===== src/rtl/hazard_pkg.sv =====
// Shared definitions for the hazard unit: exception codes, redirect vector,
// scoreboard state encoding and the exception redirect-target helper.
package hazard_pkg;

  localparam logic [31:0] EXC_INT  = 32'h0000_0001;
  localparam logic [31:0] EXC_ADEL = 32'h0000_0004;
  localparam logic [31:0] EXC_ADES = 32'h0000_0005;
  localparam logic [31:0] EXC_SYS  = 32'h0000_0008;
  localparam logic [31:0] EXC_BP   = 32'h0000_0009;
  localparam logic [31:0] EXC_RI   = 32'h0000_000a;
  localparam logic [31:0] EXC_OV   = 32'h0000_000c;
  localparam logic [31:0] EXC_TR   = 32'h0000_000d;
  localparam logic [31:0] EXC_ERET = 32'h0000_000e;

  localparam logic [31:0] EXC_VEC_DEF = 32'hbfc0_0380;

  typedef enum logic {
    SB_IDLE = 1'b0,
    SB_BUSY = 1'b1
  } sb_state_t;

  // Real exceptions enter the vector, eret returns to EPC, anything else is 0.
  function automatic logic [31:0] exc_target(input logic [31:0] code,
                                             input logic [31:0] epc,
                                             input logic [31:0] vec);
    case (code)
      EXC_INT, EXC_ADEL, EXC_ADES, EXC_SYS, EXC_BP, EXC_RI, EXC_OV, EXC_TR:
        exc_target = vec;
      EXC_ERET:
        exc_target = epc;
      default:
        exc_target = 32'h0;
    endcase
  endfunction

endpackage


===== src/rtl/muldiv_scoreboard.sv =====
// HI/LO scoreboard: tracks a background mult/div, aborts it on an exception
// and raises a sticky flag when the unit stays busy too long.
module muldiv_scoreboard
  import hazard_pkg::*;
#(
  parameter int MD_TIMEOUT = 64
) (
  input  logic clk,
  input  logic rst,
  input  logic i_start,
  input  logic i_done,
  input  logic i_stallE,
  input  logic i_flushE,
  input  logic i_exc,
  output logic o_busy,
  output logic o_cancel,
  output logic o_timeout
);

  localparam int WD_W = $clog2(MD_TIMEOUT + 1);
  localparam logic [WD_W-1:0] WD_MAX = WD_W'(MD_TIMEOUT);

  sb_state_t       r_state;
  sb_state_t       w_next;
  logic [WD_W-1:0] r_wd;
  logic            r_timeout;
  logic            w_accept;

  assign w_accept = i_start & ~i_stallE & ~i_flushE;

  always_ff @(posedge clk) begin
    if (rst) r_state <= SB_IDLE;
    else     r_state <= w_next;
  end

  // An exception kills both the in-flight op and one trying to issue.
  always_comb begin
    w_next = r_state;
    if (i_exc)
      w_next = SB_IDLE;
    else if (w_accept)
      w_next = SB_BUSY;
    else if (r_state == SB_BUSY && i_done)
      w_next = SB_IDLE;
  end

  always_comb begin
    o_busy   = (r_state == SB_BUSY);
    o_cancel = ~rst & i_exc & ((r_state == SB_BUSY) | i_start);
  end

  always_ff @(posedge clk) begin
    if (rst) begin
      r_wd      <= '0;
      r_timeout <= 1'b0;
    end else begin
      if (r_state == SB_IDLE)
        r_wd <= '0;
      else if (r_wd != WD_MAX)
        r_wd <= r_wd + WD_W'(1);
      if (r_state == SB_BUSY && r_wd == WD_MAX - WD_W'(1))
        r_timeout <= 1'b1;
    end
  end

  assign o_timeout = r_timeout;

endmodule


===== src/rtl/hazard_sb.sv =====
// Pipeline hazard unit for the 5-stage MIPS core: forwarding, stalls,
// exception flush/redirect, memory freeze and HI/LO scoreboard.
module hazard_sb
  import hazard_pkg::*;
#(
  parameter int          REG_AW     = 5,
  parameter logic [31:0] EXC_VEC    = EXC_VEC_DEF,
  parameter int          MD_TIMEOUT = 64,
  parameter int          CNT_W      = 32
) (
  input  logic              clk,
  input  logic              rst,
  input  logic              mem_stall,
  input  logic [REG_AW-1:0] rsD,
  input  logic [REG_AW-1:0] rtD,
  input  logic              branchD,
  input  logic              jrD,
  input  logic              hiloreadD,
  input  logic              muldivD,
  input  logic [REG_AW-1:0] rsE,
  input  logic [REG_AW-1:0] rtE,
  input  logic [REG_AW-1:0] writeregE,
  input  logic              regwriteE,
  input  logic              memtoregE,
  input  logic              muldiv_startE,
  input  logic              muldiv_done,
  input  logic [REG_AW-1:0] writeregM,
  input  logic              regwriteM,
  input  logic              memtoregM,
  input  logic [31:0]       excepttypeM,
  input  logic [31:0]       epcM,
  input  logic [REG_AW-1:0] writeregW,
  input  logic              regwriteW,
  output logic              forwardaD,
  output logic              forwardbD,
  output logic [1:0]        forwardaE,
  output logic [1:0]        forwardbE,
  output logic              stallF,
  output logic              stallD,
  output logic              stallE,
  output logic              stallM,
  output logic              stallW,
  output logic              flushF,
  output logic              flushD,
  output logic              flushE,
  output logic              flushM,
  output logic              flushW,
  output logic [31:0]       newpcF,
  output logic              muldiv_cancel,
  output logic              hilo_busy,
  output logic              md_timeout,
  output logic [CNT_W-1:0]  stall_cnt
);

  logic             w_lw;
  logic             w_br;
  logic             w_hl;
  logic             w_exc;
  logic             w_hazard;
  logic             w_brsrcE;
  logic             w_brsrcM;
  logic [CNT_W-1:0] r_stall_cnt;

  // r0 is hardwired zero, so it never creates a dependency.
  function automatic logic rmatch(input logic [REG_AW-1:0] a,
                                  input logic [REG_AW-1:0] b);
    return (a != '0) && (a == b);
  endfunction

  always_comb begin
    forwardaD = regwriteM & rmatch(rsD, writeregM);
    forwardbD = regwriteM & rmatch(rtD, writeregM);
    if (regwriteM && rmatch(rsE, writeregM))      forwardaE = 2'b10;
    else if (regwriteW && rmatch(rsE, writeregW)) forwardaE = 2'b01;
    else                                          forwardaE = 2'b00;
    if (regwriteM && rmatch(rtE, writeregM))      forwardbE = 2'b10;
    else if (regwriteW && rmatch(rtE, writeregW)) forwardbE = 2'b01;
    else                                          forwardbE = 2'b00;
  end

  // jr/jalr only read rs; a plain branch compares both sources.
  always_comb begin
    w_brsrcE = rmatch(writeregE, rsD) | (~jrD & rmatch(writeregE, rtD));
    w_brsrcM = rmatch(writeregM, rsD) | (~jrD & rmatch(writeregM, rtD));
    w_lw     = memtoregE & (rmatch(writeregE, rsD) | rmatch(writeregE, rtD));
    w_br     = (branchD | jrD) & ((regwriteE & w_brsrcE) | (memtoregM & w_brsrcM));
    w_hl     = (hiloreadD | muldivD) & (hilo_busy | muldiv_startE);
    w_hazard = w_lw | w_br | w_hl;
    w_exc    = (excepttypeM != 32'h0) & ~mem_stall;
  end

  // Memory wait wins outright; a pending exception waits for it to clear.
  always_comb begin
    stallF = 1'b0;
    stallD = 1'b0;
    stallE = 1'b0;
    stallM = 1'b0;
    stallW = 1'b0;
    flushF = 1'b0;
    flushD = 1'b0;
    flushE = 1'b0;
    flushM = 1'b0;
    flushW = 1'b0;
    if (mem_stall) begin
      stallF = 1'b1;
      stallD = 1'b1;
      stallE = 1'b1;
      stallM = 1'b1;
      stallW = 1'b1;
    end else if (w_exc) begin
      flushF = 1'b1;
      flushD = 1'b1;
      flushE = 1'b1;
      flushM = 1'b1;
      flushW = 1'b1;
    end else begin
      stallF = w_hazard;
      stallD = w_hazard;
      flushE = w_hazard;
    end
  end

  assign newpcF = exc_target(excepttypeM, epcM, EXC_VEC);

  muldiv_scoreboard #(
    .MD_TIMEOUT (MD_TIMEOUT)
  ) u_sb (
    .clk       (clk),
    .rst       (rst),
    .i_start   (muldiv_startE),
    .i_done    (muldiv_done),
    .i_stallE  (stallE),
    .i_flushE  (flushE),
    .i_exc     (w_exc),
    .o_busy    (hilo_busy),
    .o_cancel  (muldiv_cancel),
    .o_timeout (md_timeout)
  );

  always_ff @(posedge clk) begin
    if (rst)
      r_stall_cnt <= '0;
    else if (stallD && r_stall_cnt != '1)
      r_stall_cnt <= r_stall_cnt + CNT_W'(1);
  end

  assign stall_cnt = r_stall_cnt;

endmodule


===== config.mk =====
export PLATFORM = sky130hd
export DESIGN_NAME = hazard_sb
export DESIGN_NICKNAME = d
export VERILOG_FILES = /design/src/rtl/hazard_pkg.sv /design/src/rtl/muldiv_scoreboard.sv /design/src/rtl/hazard_sb.sv
export SDC_FILE = /design/constraint.sdc
export NUM_CORES = 1
export LEC_CHECK = 0
export ABC_AREA = 1
export CAP_MARGIN = 20
export CORE_ASPECT_RATIO = 1.25
export CORE_MARGIN = 1
export CORE_UTILIZATION = 43
export DETAILED_ROUTE_END_ITERATION = 10
export GPL_TIMING_DRIVEN = 0
export PLACE_DENSITY_LB_ADDON = 0.12
export SYNTH_ARGS = -nofsm -noshare
export SYNTH_HDL_FRONTEND = slang
export SYNTH_SLANG_ARGS = --single-unit
export TNS_END_PERCENT = 20

===== constraint.sdc =====
create_clock -name clk -period 3.2 [get_ports clk]
set_input_delay 0.32 -clock clk [delete_from_list [all_inputs] [get_ports clk]]
set_output_delay 0.32 -clock clk [all_outputs]
set_load 0.05 [all_outputs]

* Word level (Yosys, flattened, before mapping)
Index checks and enable logic that the tools add are counted.
Word-level totals: flip-flop bits (word level) 41, output and inout port bits 83, word-level logic and storage cells 99
Operators by class: add/subtract/negate cells 2, eq/ne operators 22, mux-type cells 14, bitwise logic cells 29, reduce and logical (&&, ||, !) cells 28
Operator list (count):
- $eq 32x4->1 const B | 6
- $eq 32x3->1 const B | 2
- $pmux 32 s2 | 1
- $eq 5x5->1 | 10
- $add 32x1->32 const B | 1
- $eq 32x1->1 const B | 1
- $ne 32x32->1 const B | 1
- $reduce_bool 32->1 | 1
- $reduce_bool 5->1 | 6
- $logic_and 1x1->1 | 17
- $and 1x1->1 | 14
- $mux 1 | 11
- $or 1x1->1 | 9
- $reduce_or 8->1 | 1
- $add 7x1->7 const B | 1
- $eq 7x6->1 const B | 1
- $ne 7x7->1 const B | 1
- $not 1->1 | 6
- $mux 2 | 2
- $reduce_or 2->1 | 2
- $reduce_bool 2->1 | 1

* Logic depth before layout (Yosys ltp)
word-level depth 14, depth in mapped cells 15

* Cells and area by module
From an unflattened synthesis, not the netlist that was laid out.
Unflattened totals: cell total of the unflattened synthesis 600, area, all modules 3465.8 um^2
Modules (own cells, without submodules):
- hazard_sb | times used 1, cells an instance 533, area each 2997.9 um^2, sequential area each 640.6 um^2
- muldiv_scoreboard | times used 1, cells an instance 67, area each 467.9 um^2, sequential area each 180.2 um^2

* Worst setup path after synthesis
Ideal clock, no wire load.
path type input to output, start point input port rsE[1], end point output port forwardaE[0], arrival time 3021 ps, required time 2880 ps, setup slack -141 ps, stages 6, path buffers 0, cells stage by stage inv_1 o22ai_1 a221oi_1 o2111ai_1 nor4_1 nor2_1
On the way: cells in the longest elaborated chain, start to end 5, elaborated cells between the ends (all ways) 9, those cells by class eq/ne: 2; mux: 2; reduce/logical: 5
RTL lines:
- start, declared | line hazard_sb.sv:20 | input logic [REG_AW-1:0] rsE,
- $eq 5x5->1 / $reduce_bool 5->1 (equally long branches) | line hazard_sb.sv:67 | return (a != '0) && (a == b);
- $logic_and 1x1->1 | line hazard_sb.sv:67
- $logic_and 1x1->1 | line hazard_sb.sv:74 | else if (regwriteW && rmatch(rsE, writeregW)) forwardaE = 2'b01;
- $mux 1 | line hazard_sb.sv:74
- $mux 2 (*) | line hazard_sb.sv:73 | if (regwriteM && rmatch(rsE, writeregM)) forwardaE = 2'b10;
- end, declared | line hazard_sb.sv:36 | output logic [1:0] forwardaE,
Mark *: on every way between the ends. The rest lies on a longest branch, timed or not.

* Worst setup path after layout
start point input port writeregM[3], end point output port forwardbE[1]
On the way: cells in the longest elaborated chain, start to end 4
RTL lines:
- start, declared | line hazard_sb.sv:27 | input logic [REG_AW-1:0] writeregM,
- $eq 5x5->1 | line hazard_sb.sv:67
- $logic_and 1x1->1 | line hazard_sb.sv:67
- $logic_and 1x1->1 | line hazard_sb.sv:76 | if (regwriteM && rmatch(rtE, writeregM)) forwardbE = 2'b10;
- $mux 2 | line hazard_sb.sv:76
- end, declared | line hazard_sb.sv:37 | output logic [1:0] forwardbE,
Every way passes these cells.

==> metrics.md <==
| Metric | Value |
|---|---|
| Synth Net Count | between 700 and 800 |
| Largest area contributor in the netlist | dfxtp_1 |
| Slew headroom | 50.05% |
| Htree depth | 2 |
| Synth Warn # | 0 |
| WP data arrival | approximately 2900 ps |
| Pleak | 0.002521 uW |
| CP peak stage delay | 930 ps |
| DRC | 7 |
| Most common cell after layout, fill and taps aside | clkdlybuf4s50_1 |
| Area growth syn-to-layout | 58.58% |
| Setup TNS | 0 ps |
| Die ar. | 8854 um^2 |
| Initial Util | 44.25% |
| CP Class | input port to output pin |
| IO Count | 196 |
| Cts hold-fix bufs | 0 |
| Final min period | 3174 ps |
| Fillers | 741 |
| Register area | between 800 and 900 um^2 |
| FMAX | between 300 and 400 MHz |
| Failing checks | DRC |
| FF+latch count, synth | ~40 |
| Top cells by area, synth | dfxtp_1, nand2_1, xor2_1, nor2_1, inv_1 |
| Core ar. | 8240 um^2 |
| Pwr Density | 218.2 nW/um^2 |
| Max Slew Vio Count | 0 |
| Post-Route WL | 13,990 um |
| Status | finished with violations |
| Post-CTS setup repair buffer count | 0 |
| Worst Skew | 6.950 ps |
| Commonest non-fill, non-tap cells in the layout | clkdlybuf4s50_1, nand2_1, nor2_1 |
| Slowest cell on crit path | clkdlybuf4s50_1 |
| Maximum vdd drop | 0.1465 mV |
| Worst-path clk slew | 80 ps |
| Vias in the first global route | approximately 4,800 |
| Crit path buffers/inverters | 3 |
| Post-Syn Area | 3646 um^2 |
| Register area share after synthesis | 22.51% |
| Worst-Margin Slew | 742.4 ps |
| Share of cells above drive strength 1 | approximately 5.7% |
| Cells after Synth | 594 |
| Post-synth EDFFs | 0 |
| Core Rows | 37 |
| Pin count of the biggest net entering global routing | 14 |
| # setup viols final | 0 |
| Avg WL per Cell | 15.66 um |
| N_diodes | 0 |
| Critical Path Sink Type | output pin |
| Routed Antenna Nets | 0 |
| Hold Crit Class | flip-flop to flip-flop |
| Final hold slack | about 460 ps |
| Drt first pass iters | 8 |
| Detailed Route Iter0 Violations | 204 |
| Max-Cap Viols | 0 |
| Clock sink count | 41 |
| Gr ovfl total | 0 |
| CP required | 2880 ps |
| Tcrit/Tclk final | 99.20% |
| Non-Filler Instances | 893 |
| Asr flop ratio synth | 0% |
| RSZ-0062 raised after global routing | no |
| CP max FO | 5 |
| Dpl cells | ~900 |
| Initial antenna violation count | 0 |
| Post-synth cell types | 35 |
| First-pass GRT wire length | 22,740 um |
| CTS tree | built |
| Worst r2r src | stall_cnt[1] |
| Crit path from | writeregM[3] |
| Nature of the critical path startpoint | input port |
| Synth Flop Type | dfxtp_1 |
| Crit-path most repeated cell | clkdlybuf4s50_1 |
| CTS buffer count | 5 |
| # port buffers | 194 |
| GRT Total Usage | 32.45% |
| Root Driver | clkbuf_8 |
| Crit path cell chain | clkdlybuf4s50_1 > inv_1 > a221oi_1 > o2111ai_1 > nor4_1 > clkdlybuf4s50_1 |
| RePlAce Congestion | 1.004 |
| Yosys top cell area share | 22.51% |
| Synthesized area per cell | 6.138 um^2 |
| Fin. Hold Viols | 0 |
| Clock Latency Late Sink | 310 ps |
| HP Start | u_sb.r_wd[6] |
| Hpwl dp | 11,870 um |
| Area of the multi-input gates | 2390 um^2 |
| Vias per Instance | between 5 and 6 |
| Vias after detailed routing | 4,779 |
| CTS max path bufs | 2 |
| Die H | 105.0 um |
| Crit-path leading delay family | buffers and inverters |
| Die X | approximately 84 um |
| Nets | 911 |
## synthesized netlist by cell type (all sizes together) (4+ instances only)
master,n
nor2,89
o21ai,7
o22ai,4
clkbuf,12
nand3,30
a21oi,34
xnor2,14
xor2,37
nor4,18
nor3,14
nand4,43
dfxtp,41
buf,16
nand2,140
inv,76
a211oi,4
## path summary, 6_finish.rpt
check | cells past startpoint | to | slack (ps)
worst max-delay path | 6 | forwardbE[1] | 30
worst min-delay path | 2 | u_sb.r_wd[6] | 460
worst max register to register | 11 | stall_cnt[17] | 910
worst min register to register | 2 | u_sb.r_wd[6] | 460
## tightest hold or removal path, cell delays in order (launching register included)
cell	delay, ps
dfxtp_1	310
nand2_1	60
a21oi_1	50
## registers in the layout, indices dropped and copies added (netlist names)
register        cells
stall_cnt          32
u_sb.o_busy         1
u_sb.r_wd           7
u_sb.o_timeout      1
## logic make-up after synthesis
| group | after synthesis | share of synthesized area, % |
|---|---|---|
| buffers and inverters | 104 | 12.49 |
| xor gates and xnor gates | 51 | 12.25 |
| adders and majority gates | 3 | 1.030 |
| AOI/OAI and AO/OA | 56 | 8.751 |
| DFF | 41 | 22.51 |
| and+or+nand+nor | 339 | 42.96 |
## power by group
part / switching (uW) / leakage [uW] / internal [uW]
Sequential: 3.50 / 0.000331 / 512
Clock: 197 / 0.0000512 / 175
Combinational: 181 / 0.00214 / 193
## stage by stage
step / cell area [um^2] / worst slack (ps) / total power [uW] / utilization [%]
2_1_floorplan: 3652 / -122.8 / 693.9 / -
3_3_place_gp: 5715 / -445.5 / 895.5 / 69.36
3_5_place_dp: 5715 / -443.7 / 902.2 / 69.36
4_1_cts: 5771 / 1.291 / 1266 / 70.03
5_1_grt: 5782 / 3.083 / 1315 / 70.16
6_report: 5782 / 25.65 / 1262 / 70.16
## per-layer routing
layer	vias to the layer above	track usage (%)	wire length (um)
met2	201	60.95	7432
li1	2357	-	-
met4	0	23.49	1055
met1	2164	30.97	4679
met5	-	0	0
met3	57	6.477	819
## what timing repair did
item,in CTS,in global routing
resized for setup,41,8
endpoints found under the setup margin,37,8
gates cloned,0,0
## cell type report
type	instances	area share, %
multi-input combinational	449	41.33
inverter	76	4.934
buffer	28	2.943
clock inverter	2	0.2380
clock buffer	6	1.428
sequential	41	14.20
tap	97	2.099
timing repair buffer	194	32.83
Note: power is estimated with default switching activity, not from simulation.
